[config.mk]
export PLATFORM = sky130hd
export DESIGN_NAME = sc_mult_scheduler_flat
export DESIGN_NICKNAME = d
export VERILOG_FILES = /design/src/rtl/sc_mult_scheduler_if.sv /design/src/rtl/sc_mult_scheduler.sv /design/src/flat_wrapper.sv
export SDC_FILE = /design/constraint.sdc
export NUM_CORES = 1
export LEC_CHECK = 0
export BUFFER_PORTS_ARGS = -buffer_cell sky130_fd_sc_hd__buf_2
export CORE_ASPECT_RATIO = 1.5
export CORE_MARGIN = 2
export CORE_UTILIZATION = 52
export DETAILED_ROUTE_END_ITERATION = 10
export PLACE_DENSITY = 0.83
export SYNTH_ARGS = -nofsm -noshare
export SYNTH_HDL_FRONTEND = slang
export SYNTH_SLANG_ARGS = --single-unit
[constraint.sdc]
create_clock -name clk -period 2.5 [get_ports clk]
set_clock_uncertainty 0.05 [all_clocks]
set_input_delay 0.375 -clock clk [delete_from_list [all_inputs] [get_ports clk]]
set_output_delay 0.375 -clock clk [all_outputs]
set_load 0.05 [all_outputs]
[src/rtl/sc_mult_scheduler_if.sv]
// Purpose : operand/result handshake bundle for the stochastic bipolar multiplier scheduler.
// Latency : n/a (wires only).
// Backpressure: in_ready gates operand acceptance; out_ready holds a finished result in place.
// Ports (slave = scheduler side):
//   in_valid/in_ready/x_code/y_code  operand request channel
//   out_valid/out_ready/z_count      result channel
//   busy/stream_valid/z_bit          status and product-stream observation
interface sc_mult_scheduler_if;
    logic       in_valid;
    logic       in_ready;
    logic [7:0] x_code;
    logic [7:0] y_code;
    logic       out_valid;
    logic       out_ready;
    logic [7:0] z_count;
    logic       busy;
    logic       stream_valid;
    logic       z_bit;

    modport slave (
        input  in_valid, x_code, y_code, out_ready,
        output in_ready, out_valid, z_count, busy, stream_valid, z_bit
    );

    modport master (
        output in_valid, x_code, y_code, out_ready,
        input  in_ready, out_valid, z_count, busy, stream_valid, z_bit
    );
endinterface

[src/rtl/sc_mult_scheduler.sv]
// Purpose : runs one 255-bit bipolar stochastic multiply per accepted operand pair and counts product ones.
// Latency : operands accepted at edge T -> out_valid high in the cycle after edge T+255.
// Backpressure: in_ready only in IDLE; result held in DONE until out_ready, no new accept on the handoff edge.
// Ports:
//   clk, rst  single clock, synchronous active-high reset
//   bus       sc_mult_scheduler_if.slave (operands in, ones-count out, status/stream observation)

// Bipolar stochastic multiplier: product bit is XNOR of the two input stream bits.
module sc_multiplier_bi (
    input  logic x,
    input  logic y,
    output logic z
);
    assign z = ~(x ^ y);
endmodule

module sc_mult_scheduler (
    input  logic                  clk,
    input  logic                  rst,
    sc_mult_scheduler_if.slave    bus
);
    typedef enum logic [1:0] {
        S_IDLE = 2'd0,
        S_RUN  = 2'd1,
        S_DONE = 2'd2
    } state_t;

    localparam logic [7:0] SEED_A     = 8'h01;
    localparam logic [7:0] SEED_B     = 8'hA5;
    // Counter value during the 255th RUN cycle (counter starts at 0).
    localparam logic [7:0] LAST_CYCLE = 8'd254;

    state_t     r_state;
    state_t     w_next_state;

    logic [7:0] r_lfsr_a;
    logic [7:0] r_lfsr_b;
    logic [7:0] r_x;
    logic [7:0] r_y;
    logic [7:0] r_cycle_cnt;
    logic [7:0] r_ones_cnt;
    logic [7:0] r_z_count;

    logic       w_fb_a;
    logic       w_fb_b;
    logic       w_x_bit;
    logic       w_y_bit;
    logic       w_z;
    logic       w_accept;
    logic       w_last;
    logic       w_in_ready;
    logic       w_out_valid;
    logic       w_busy;
    logic       w_stream_valid;

    // Fibonacci taps for x^8+x^6+x^5+x^4+1; maximal length, so a nonzero seed
    // walks all 255 nonzero states and never reaches 0.
    assign w_fb_a = r_lfsr_a[7] ^ r_lfsr_a[5] ^ r_lfsr_a[4] ^ r_lfsr_a[3];
    assign w_fb_b = r_lfsr_b[7] ^ r_lfsr_b[5] ^ r_lfsr_b[4] ^ r_lfsr_b[3];

    // LFSR range is 1..255, so code 0 yields a constant-0 stream and code 255 a constant-1 stream.
    assign w_x_bit = (r_lfsr_a <= r_x);
    assign w_y_bit = (r_lfsr_b <= r_y);

    sc_multiplier_bi u_mult (
        .x (w_x_bit),
        .y (w_y_bit),
        .z (w_z)
    );

    // State register
    always_ff @(posedge clk) begin
        if (rst) begin
            r_state <= S_IDLE;
        end else begin
            r_state <= w_next_state;
        end
    end

    // Next-state and control decode
    always_comb begin
        w_next_state   = r_state;
        w_in_ready     = 1'b0;
        w_out_valid    = 1'b0;
        w_busy         = 1'b1;
        w_stream_valid = 1'b0;
        w_accept       = 1'b0;
        w_last         = 1'b0;
        case (r_state)
            S_IDLE: begin
                w_in_ready = 1'b1;
                w_busy     = 1'b0;
                if (bus.in_valid) begin
                    w_accept     = 1'b1;
                    w_next_state = S_RUN;
                end
            end
            S_RUN: begin
                w_stream_valid = 1'b1;
                if (r_cycle_cnt == LAST_CYCLE) begin
                    w_last       = 1'b1;
                    w_next_state = S_DONE;
                end
            end
            S_DONE: begin
                w_out_valid = 1'b1;
                // Returning to IDLE here; in_ready is low this cycle so the
                // handoff edge can never also accept a new pair.
                if (bus.out_ready) begin
                    w_next_state = S_IDLE;
                end
            end
            default: begin
                w_busy       = 1'b0;
                w_next_state = S_IDLE;
            end
        endcase
    end

    // Datapath: operand capture, stream generators, counters, result register
    always_ff @(posedge clk) begin
        if (rst) begin
            r_lfsr_a    <= SEED_A;
            r_lfsr_b    <= SEED_B;
            r_x         <= 8'd0;
            r_y         <= 8'd0;
            r_cycle_cnt <= 8'd0;
            r_ones_cnt  <= 8'd0;
            r_z_count   <= 8'd0;
        end else if (w_accept) begin
            r_x         <= bus.x_code;
            r_y         <= bus.y_code;
            r_lfsr_a    <= SEED_A;
            r_lfsr_b    <= SEED_B;
            r_cycle_cnt <= 8'd0;
            r_ones_cnt  <= 8'd0;
            // Result reads 0 for the whole run until the new count lands.
            r_z_count   <= 8'd0;
        end else if (w_stream_valid) begin
            r_lfsr_a    <= {r_lfsr_a[6:0], w_fb_a};
            r_lfsr_b    <= {r_lfsr_b[6:0], w_fb_b};
            r_cycle_cnt <= r_cycle_cnt + 8'd1;
            r_ones_cnt  <= r_ones_cnt + {7'd0, w_z};
            // At most 255 ones in 255 cycles, so 8 bits cannot wrap.
            if (w_last) begin
                r_z_count <= r_ones_cnt + {7'd0, w_z};
            end
        end
    end

    assign bus.in_ready     = w_in_ready;
    assign bus.out_valid    = w_out_valid;
    assign bus.busy         = w_busy;
    assign bus.stream_valid = w_stream_valid;
    assign bus.z_bit        = w_stream_valid & w_z;
    assign bus.z_count      = r_z_count;
endmodule

[src/flat_wrapper.sv]
// flat-port wrapper written by rule: the top's interface ports become plain ports
module sc_mult_scheduler_flat 
  (clk, rst, bus_in_valid, bus_x_code, bus_y_code, bus_out_ready, bus_in_ready, bus_out_valid, bus_z_count, bus_busy, bus_stream_valid, bus_z_bit);
  sc_mult_scheduler_if bus_i ();
  input  logic clk;
  input  logic rst;
  input wire logic [$bits(bus_i.in_valid)-1:0] bus_in_valid;
  input wire logic [$bits(bus_i.x_code)-1:0] bus_x_code;
  input wire logic [$bits(bus_i.y_code)-1:0] bus_y_code;
  input wire logic [$bits(bus_i.out_ready)-1:0] bus_out_ready;
  output wire logic [$bits(bus_i.in_ready)-1:0] bus_in_ready;
  output wire logic [$bits(bus_i.out_valid)-1:0] bus_out_valid;
  output wire logic [$bits(bus_i.z_count)-1:0] bus_z_count;
  output wire logic [$bits(bus_i.busy)-1:0] bus_busy;
  output wire logic [$bits(bus_i.stream_valid)-1:0] bus_stream_valid;
  output wire logic [$bits(bus_i.z_bit)-1:0] bus_z_bit;
  assign bus_i.in_valid = bus_in_valid;
  assign bus_i.x_code = bus_x_code;
  assign bus_i.y_code = bus_y_code;
  assign bus_i.out_ready = bus_out_ready;
  assign bus_in_ready = bus_i.in_ready;
  assign bus_out_valid = bus_i.out_valid;
  assign bus_z_count = bus_i.z_count;
  assign bus_busy = bus_i.busy;
  assign bus_stream_valid = bus_i.stream_valid;
  assign bus_z_bit = bus_i.z_bit;
  sc_mult_scheduler u_core (.clk(clk), .rst(rst), .bus(bus_i));
endmodule
==> flow_summary.toml, run 1 <==
[status]
status = "finished with violations"
violations = "negative setup slack"

[logic_synthesis]
synthMuxAreaShare = 0.0680
yosys.area_share.adder = 0.107
synth.area.top_cells = "dfxtp_1, ha_1, mux2i_1, nand2_1, a21oi_1"
synth-compound-area-share = 0.111
ys_top_cells_by_count = "dfxtp_1, nand2_1, nor2_1, a21oi_1, ha_1"
ys_seq_area_frac = 0.415
syn_area_sq_mm = 0.00280
synth_top_family_by_area = "simple AND/OR/NAND/NOR gates"
yosys.area.top_type = "dfxtp_1"
ys.warnings.count = 0
ys_seq_elements = 58
yosysMostFrequentCell = "dfxtp_1"
syn_avg_cell_area_sq_um = 8.88
synth_nets = 359
netlist_instances = 315
ys_async_sr_fraction = 0
ys_types = 31
synthSimpleGateAreaFrac = 0.172
synth-edff-count = 0
post_synth_xor_area_fraction = 0.0720
synthFlopType = "dfxtp_1"
yosys.area.top_type_share = 0.415

[route]
ant_nets = 0
wirelength_microns = 5780
wire_per_inst_microns = 13.3
vias_per_cell = 5.23
drt-pass1-iter-count = 5
drt-initial-drc-count = 64
drc_errors = 0
route.vias.total = 2271

[grt]
grt_pass1_vias = 2259
track_usage = 0.214
grt-busiest-layer = "met2"
grt_start_max_net_pins = 23
antenna_found_initial = 0
grt_overflow_total = 0
gr-usage-met2 = 0.378
gr-usage-met3 = 0.0468
gr-usage-met1 = 0.221
grt_pass1_wl_microns = 9820

[placement]
numPortBuffers = 32
dp_hpwl_microns = 3990
gp_congestion = 0.872
dp_slack_ns = -0.189
dp.cells = 417

[cts]
cts_buffer_depth = 2
hold_buffers = 0
cts.sinks = 58
htreeDepth = 3
cts_tree = "built"
insertion_delay_ns = 0.34
root_buffer = "clkbuf_8"
numCtsBuffers = 9
clk_pin_slew_ns = 0.06

[worst_setup_path]
max_stage_delay_ns = 0.34
critPathCaptureType = "register"
reg2reg_setup_slack_ns = -0.01
critPathBufInv = 1
crit_required_ns = 2.65
crit_chain = "inv_2 > ha_4 > nor2b_4 > o211ai_1 > a21oi_2 > o22ai_2 > xnor2_2 > ha_2 > ha_4 > and3_4 > and3_4 > xnor2_1 > a211oi_2"
path_class = "reg2reg"
cp_max_fo = 3
crit_family = "adder cells"
crit_slowest_cell = "dfxtp_2"
start_kind = "register"
arrival_ns = 2.66

[floorplan]
die_area_sq_mm = 0.00599
fp.coreArea_sq_mm = 0.00516
ioPinCount = 33
fp-row-count = 32
initial_utilization = 0.541
die_w_microns = 63.9
die_h_microns = 93.8

[sta]
final.setup.tns_ns = -0.0176
min_period_ns = 2.51
slew_headroom = 0.579
fin_crit_sh = 1.00
timing.hold.ws_ns = 0.210
drv_slew = 0
setup_viol = 2
rsz0062_at_grt = "true"
clock.fmax_mhz = 398
hold_viol_final = 0
timing.final.ws_setup_ns = -0.0114
worst_slew_pin_slew_ns = 0.630

[worst_hold_path]
hold_class = "in2reg"

[power_and_ir_drop]
powerDensity_mw_per_mm2 = 706
p_leak_nw = 1.42
vdd_drop_max_mv = 0.669

[layout]
areaGrowthSynthToFinish_pct = 24.0
diodes = 0
drive_gt1_frac = 0.287
nFillCells = 403
fin_cells = 434
nets = 405

[run]
cap_violations = 0
-- area by class of cell --
class,count,area [sq um],area share
clock inverter,1,5.00,0.00144
sequential,58,1170,0.338
tap,68,85.1,0.0245
multi-input combinational,221,1630,0.471
inverter,22,82.6,0.0238
clock buffer,15,196,0.0566
timing repair buffer,49,294,0.0848
-- power by group --
group	leakage (nW)	switching, mW	internal [mW]
Sequential	0.475	0.0422	0.981
Clock	0.106	0.357	0.494
Combinational	0.841	0.339	0.236
-- final timing paths --
path / start / end / cells past startpoint
min reg2reg: u_core.r_y[6] / u_core.r_y[6] / 2
max reg2reg: u_core.r_y[1] / u_core.bus.z_count[6] / 13
min: bus_x_code[6] / u_core.r_x[6] / 3
max: u_core.r_y[1] / u_core.bus.z_count[6] / 13
-- timing repair --
item | CTS | global route
buffers inserted | 0 | 1
gates resized for setup | 19 | 15
setup endpoints to repair | 8 | 10
pin swaps | 11 | 14
-- flip-flops by register name, indices dropped and copies added, names as in the netlist --
| register | count |
|---|---|
| u_core.r_lfsr_b | 8 |
| u_core.bus.z_count | 8 |
| u_core.r_ones_cnt | 8 |
| u_core.r_cycle_cnt | 8 |
| u_core.r_y | 8 |
| u_core.r_x | 8 |
| u_core.r_lfsr_a | 8 |
| u_core.r_state | 2 |
-- worst reg2reg max path, cell delays in order (launching register included) --
cell	delay (ns)
dfxtp_2	0.34
inv_2	0.05
ha_4	0.26
nor2b_4	0.13
o211ai_1	0.10
a21oi_2	0.16
o22ai_2	0.10
xnor2_2	0.21
ha_2	0.23
ha_4	0.14
and3_4	0.19
and3_4	0.20
xnor2_1	0.13
a211oi_2	0.09
-- kinds of logic (layout without fill, tap and decap cells) --
family / after synthesis / count (layout)
buffers and inverters: 36 / 87
xor gates and xnor gates: 23 / 23
and+or+nand+nor: 105 / 105
AOI/OAI and AO/OA: 50 / 50
muxes: 19 / 19
DFF: 58 / 58
adders and majority gates: 24 / 24
-- per-layer routing --
metal  up-vias  share of wire
li1       1145              -
met1      1051           0.39
met2        53           0.53
met3        22          0.042
met4         0          0.036
met5         -              0
-- per-stage QoR --
| stage | total power, mW | utilization | area [sq um] |
|---|---|---|---|
| 4_1_cts | 2.44 | 0.656 | 3390 |
| 3_5_place_dp | 1.54 | 0.600 | 3100 |
| 2_1_floorplan | 1.42 | - | 2800 |
| 3_3_place_gp | 1.52 | 0.600 | 3100 |
| 6_report | 2.45 | 0.672 | 3470 |
| 5_1_grt | 2.57 | 0.672 | 3470 |
-- layout by cell type (no fill, tap or decap), types with 8 or more instances in the layout --
master    synthesis  routed
a21oi_1          28      26
ha_1             24      15
mux2i_1          19      19
nand2_1          48      47
clkbuf_8          0      14
dfxtp_1          58      50
nor2_1           34      34
xor2_1           12      12
buf_2             5      31
dfxtp_2           0       8
inv_1            22      18
buf_4             1      17
xnor2_1          11      10
Power figures use the tool's default switching activity.
==> run 2: changes to the inputs <==
--- a/config.mk
+++ b/config.mk
@@ -6,11 +6,13 @@
 export NUM_CORES = 1
 export LEC_CHECK = 0
 export BUFFER_PORTS_ARGS = -buffer_cell sky130_fd_sc_hd__buf_2
+export CELL_PAD_IN_SITES_DETAIL_PLACEMENT = 1
+export CELL_PAD_IN_SITES_GLOBAL_PLACEMENT = 1
 export CORE_ASPECT_RATIO = 1.5
 export CORE_MARGIN = 2
-export CORE_UTILIZATION = 52
+export CORE_UTILIZATION = 40
 export DETAILED_ROUTE_END_ITERATION = 10
-export PLACE_DENSITY = 0.83
+export PLACE_DENSITY = 0.84
 export SYNTH_ARGS = -nofsm -noshare
 export SYNTH_HDL_FRONTEND = slang
 export SYNTH_SLANG_ARGS = --single-unit
==> flow_summary.toml, run 2 (synthesis gave the netlist of run 1 again) <==
[worst_hold_path]
hold_start = "bus_x_code[5]"
hold_class = "in2reg"
min_path_cells = 3

[worst_setup_path]
r2r-start = "u_core.r_y[1]"
arrival_ns = 2.77
critPathCaptureType = "register"
crit_start = "u_core.r_y[1]"
path_depth = 14
crit_chain = "inv_1 > ha_4 > nor2b_4 > o211ai_1 > a21oi_2 > o22ai_2 > xnor2_2 > ha_2 > ha_4 > and3_4 > and3_4 > nand2_2 > xor2_1 > nor2_1"
crit_family = "simple AND/OR/NAND/NOR gates"
cp_max_fo = 3
reg2reg_setup_slack_ns = -0.11
start_kind = "register"
path_class = "reg2reg"
max_stage_delay_ns = 0.34
r2r_cells = 14
crit_required_ns = 2.66
crit_slowest_cell = "dfxtp_2"
critPathBufInv = 1

[cts]
root_buffer = "clkbuf_8"
clk_pin_slew_ns = 0.07
insertion_delay_ns = 0.33
cts.sinks = 58
hold_buffers = 0
cts_buffer_depth = 2
numCtsBuffers = 9
htreeDepth = 3
cts_tree = "built"

[sta]
timing.final.ws_setup_ns = -0.112
hold_viol_final = 0
clock.fmax_mhz = 383
fin_crit_sh = 1.04
worst_slew_pin_slew_ns = 0.646
drv_slew = 0
min_period_ns = 2.61
slew_headroom = 0.568
setup_viol = 7
rsz0062_at_grt = "true"
timing.hold.ws_ns = 0.224

[layout]
drive_gt1_frac = 0.270
mostFrequentLayoutCells = "dfxtp_1, nand2_1, nor2_1"
nFillCells = 791
final_common_cell = "dfxtp_1"
diodes = 0
postLayoutCellArea_sq_mm = 0.00346
areaGrowthSynthToFinish_pct = 23.7
nets = 406

[floorplan]
die_h_microns = 106
ioPinCount = 33
fp-row-count = 37
die_area_sq_mm = 0.00769
initial_utilization = 0.411
fp.coreArea_sq_mm = 0.00681
die_w_microns = 72.3

[route]
drt-pass1-iter-count = 4
ant_nets = 0
vias_per_cell = 5.15
drc_errors = 0
drt-initial-drc-count = 69
wire_per_inst_microns = 14.4
route.vias.total = 2293
wirelength_microns = 6410

[grt]
grt_start_max_net_pins = 36
track_usage = 0.183
grt_pass1_vias = 2468
antenna_found_initial = 0
grt_overflow_total = 0
grt_pass1_wl_microns = 10900

[placement]
dp_slack_ns = -0.301
gp_congestion = 0.790
dp_hpwl_microns = 4530
placed_cell_area_sq_mm = 0.00312
numPortBuffers = 32

[status]
status = "finished with violations"
violations = "negative setup slack"

[power_and_ir_drop]
p_leak_nw = 1.42
powerDensity_mw_per_mm2 = 694
vdd_drop_max_mv = 0.360

[run]
cap_violations = 0
## run 2: cell count changes in the layout (fill, tap and decap cells not counted), sizes merged
cell,before,now
buf,49,50
clkbuf,15,14
clkinv,1,2
## run 2: repair_timing
action	in CTS	in global routing
endpoints found under the setup margin	13	13
buffers inserted	1	0
resized for setup	14	18
pin swaps	7	15
hold endpoints to repair	0	0
## run 2: power breakdown
part	internal [mW]	switching, mW	total [mW]
Combinational	0.240	0.345	0.585
Clock	0.438	0.359	0.797
Sequential	0.979	0.0398	1.02
Total	1.66	0.744	2.40
## run 2: final timing paths
check / endpoint
max reg2reg: u_core.r_ones_cnt[6]
min: u_core.r_x[5]
min reg2reg: u_core.r_x[2]
max: u_core.r_ones_cnt[6]
## run 2: metrics by stage
stage          instances  power, mW   util  TNS, ns
2_1_floorplan        315       1.42      -        0
3_3_place_gp         428       1.54  0.458   -0.351
3_5_place_dp         428       1.57  0.458    -1.96
4_1_cts              445       2.40  0.495   -0.818
5_1_grt              445       2.53  0.508    -1.60
6_report             445       2.40  0.508   -0.479
## run 2: metal layers
layer / part of all wire / global-route usage / vias to the layer above
li1: - / - / 1143
met1: 0.39 / 0.190 / 1102
met2: 0.56 / 0.334 / 34
met3: 0.023 / 0.0322 / 14
met4: 0.032 / 0.104 / 0
met5: 0 / 0 / -
## run 2: cell type report
class                           count  area [sq um]  area share
Sequential cell                    58          1160       0.337
Clock buffer                       14           173      0.0499
Timing Repair Buffer               50           305      0.0882
Clock inverter                      2          10.0     0.00289
Multi-Input combinational cell    221          1630       0.470
Inverter                           22          82.6      0.0239
Tap cell                           78          97.6      0.0282
## run 2: worst register-to-register path, delay by kind of cell (launching register included)
kind                     cells  cell delay [ns]
buffers and inverters        1             0.07
AO/OA/AOI/OAI                3             0.36
XOR/XNOR                     2             0.38
AND/OR/NAND/NOR              5             0.64
flip-flops                   1             0.34
adder cells (fa/ha/maj)      3             0.64
==> run 3: changes to the inputs <==
--- a/config.mk
+++ b/config.mk
@@ -12,7 +12,9 @@
 export CORE_MARGIN = 2
 export CORE_UTILIZATION = 40
 export DETAILED_ROUTE_END_ITERATION = 10
+export GPL_TIMING_DRIVEN = 0
 export PLACE_DENSITY = 0.84
+export SKIP_CTS_REPAIR_TIMING = 1
 export SYNTH_ARGS = -nofsm -noshare
 export SYNTH_HDL_FRONTEND = slang
 export SYNTH_SLANG_ARGS = --single-unit
==> flow_summary.toml, run 3 (synthesis gave the netlist of run 1 again) <==
[status]
status = "finished with violations"
violations = "negative setup slack"

[worst_setup_path]
arrival_ns = 2.89
critPathCaptureType = "register"
start_kind = "register"
reg2reg_setup_slack_ns = -0.22
crit_start = "u_core.r_lfsr_a[1]"
cp_max_fo = 3
r2r-start = "u_core.r_lfsr_a[1]"
path_class = "reg2reg"
crit_required_ns = 2.68

[cts]
cts.sinks = 58
clk_pin_slew_ns = 0.08
cts_buffer_depth = 2
root_buffer = "clkbuf_8"
htreeDepth = 3
numCtsBuffers = 9
insertion_delay_ns = 0.35
cts_tree = "built"

[grt]
antenna_found_initial = 0
gr-usage-met2 = 0.344
grt_overflow_total = 0
grt_start_max_net_pins = 13
grt-busiest-layer = "met2"
gr-usage-met1 = 0.189
gr-usage-met3 = 0.0398
track_usage = 0.184
grt_pass1_wl_microns = 11000
grt_pass1_vias = 2470

[route]
ant_nets = 0
wirelength_microns = 6950
drt-pass1-iter-count = 3
drt-initial-drc-count = 93
drc_errors = 0
vias_per_cell = 5.26
route.vias.total = 2349
wire_per_inst_microns = 15.6

[worst_hold_path]
hold_class = "in2reg"
hold_start = "bus_x_code[1]"

[layout]
nets = 408
drive_gt1_frac = 0.255
final_common_cell = "dfxtp_1"
areaGrowthSynthToFinish_pct = 24.2
mostFrequentLayoutCells = "dfxtp_1, nand2_1, buf_2"
diodes = 0

[sta]
min_period_ns = 2.72
setup_viol = 9
drv_slew = 0
hold_viol_final = 0
clock.fmax_mhz = 368
slew_headroom = 0.625
timing.hold.ws_ns = 0.203
worst_slew_pin_slew_ns = 0.563
rsz0062_at_grt = "true"
timing.final.ws_setup_ns = -0.215
fin_crit_sh = 1.09
final.setup.tns_ns = -1.05

[floorplan]
initial_utilization = 0.411
die_w_microns = 72.3
ioPinCount = 33
fp.coreArea_sq_mm = 0.00681
die_h_microns = 106
fp-row-count = 37
die_area_sq_mm = 0.00769

[placement]
numPortBuffers = 32
dp_hpwl_microns = 4630
gp_congestion = 0.732

[power_and_ir_drop]
powerDensity_mw_per_mm2 = 751
vdd_drop_max_mv = 0.446
p_leak_nw = 1.40

[run]
cap_violations = 0
==> run 3: cell count changes in the layout (fill, tap and decap cells not counted), sizes merged <==
cell	previous run	this run
buf	50	45
bufinv	0	2
clkbuf	14	16
clkinv	2	3
clkinvlp	0	1
inv	22	23
==> run 3: layer usage <==
metal,up-vias,share of wire
met5,-,0
met4,0,0.037
li1,1145,-
met3,21,0.027
met2,43,0.56
met1,1140,0.38
==> run 3: worst max-delay path, stage by stage (launching register included) <==
cell and delay, ns:
dfxtp_1 0.41, ha_4 0.24, nor2b_4 0.12, o211ai_1 0.23, a21oi_2 0.10, o22ai_2 0.21, xnor2_2 0.18, ha_2 0.25
ha_4 0.15, and3_4 0.20, and3_4 0.20, nand2_2 0.06, xor2_1 0.15, nor2_1 0.05
==> run 3: final timing paths <==
path | cells past startpoint | endpoint
setup / recovery | 13 | u_core.r_ones_cnt[6]
hold / removal | 3 | u_core.r_x[1]
setup reg to reg | 13 | u_core.r_ones_cnt[6]
hold reg to reg | 2 | u_core.r_y[4]
==> run 3: cell type report <==
class                           count  area [sq um]
Tap cell                           78          97.6
Inverter                           22          82.6
Clock buffer                        9           124
Multi-Input combinational cell    221          1610
Clock inverter                      7           103
Fill cell                         810          3330
Sequential cell                    58          1160
Timing Repair Buffer               38           219
Buffer                             14          70.1
==> run 3: power breakdown <==
part / leakage [nW] / switching [mW] / total, mW / internal, mW
registers: 0.472 / 0.0422 / 1.02 / 0.979
logic: 0.820 / 0.360 / 0.594 / 0.235
clock network: 0.110 / 0.423 / 0.992 / 0.569
==> run 3: metrics by stage <==
step                total power, mW  area, sq um  utilization  setup WS, ns  cells
floorplan                      1.42         2800            -       0.00224    315
global placement               1.52         3060        0.450        -0.211    425
detailed placement             1.55         3060        0.450        -0.306    425
global route                   2.75         3470        0.510        -0.364    447
CTS                            2.55         3290        0.483        -0.322    441
finish                         2.61         3470        0.510        -0.215    447
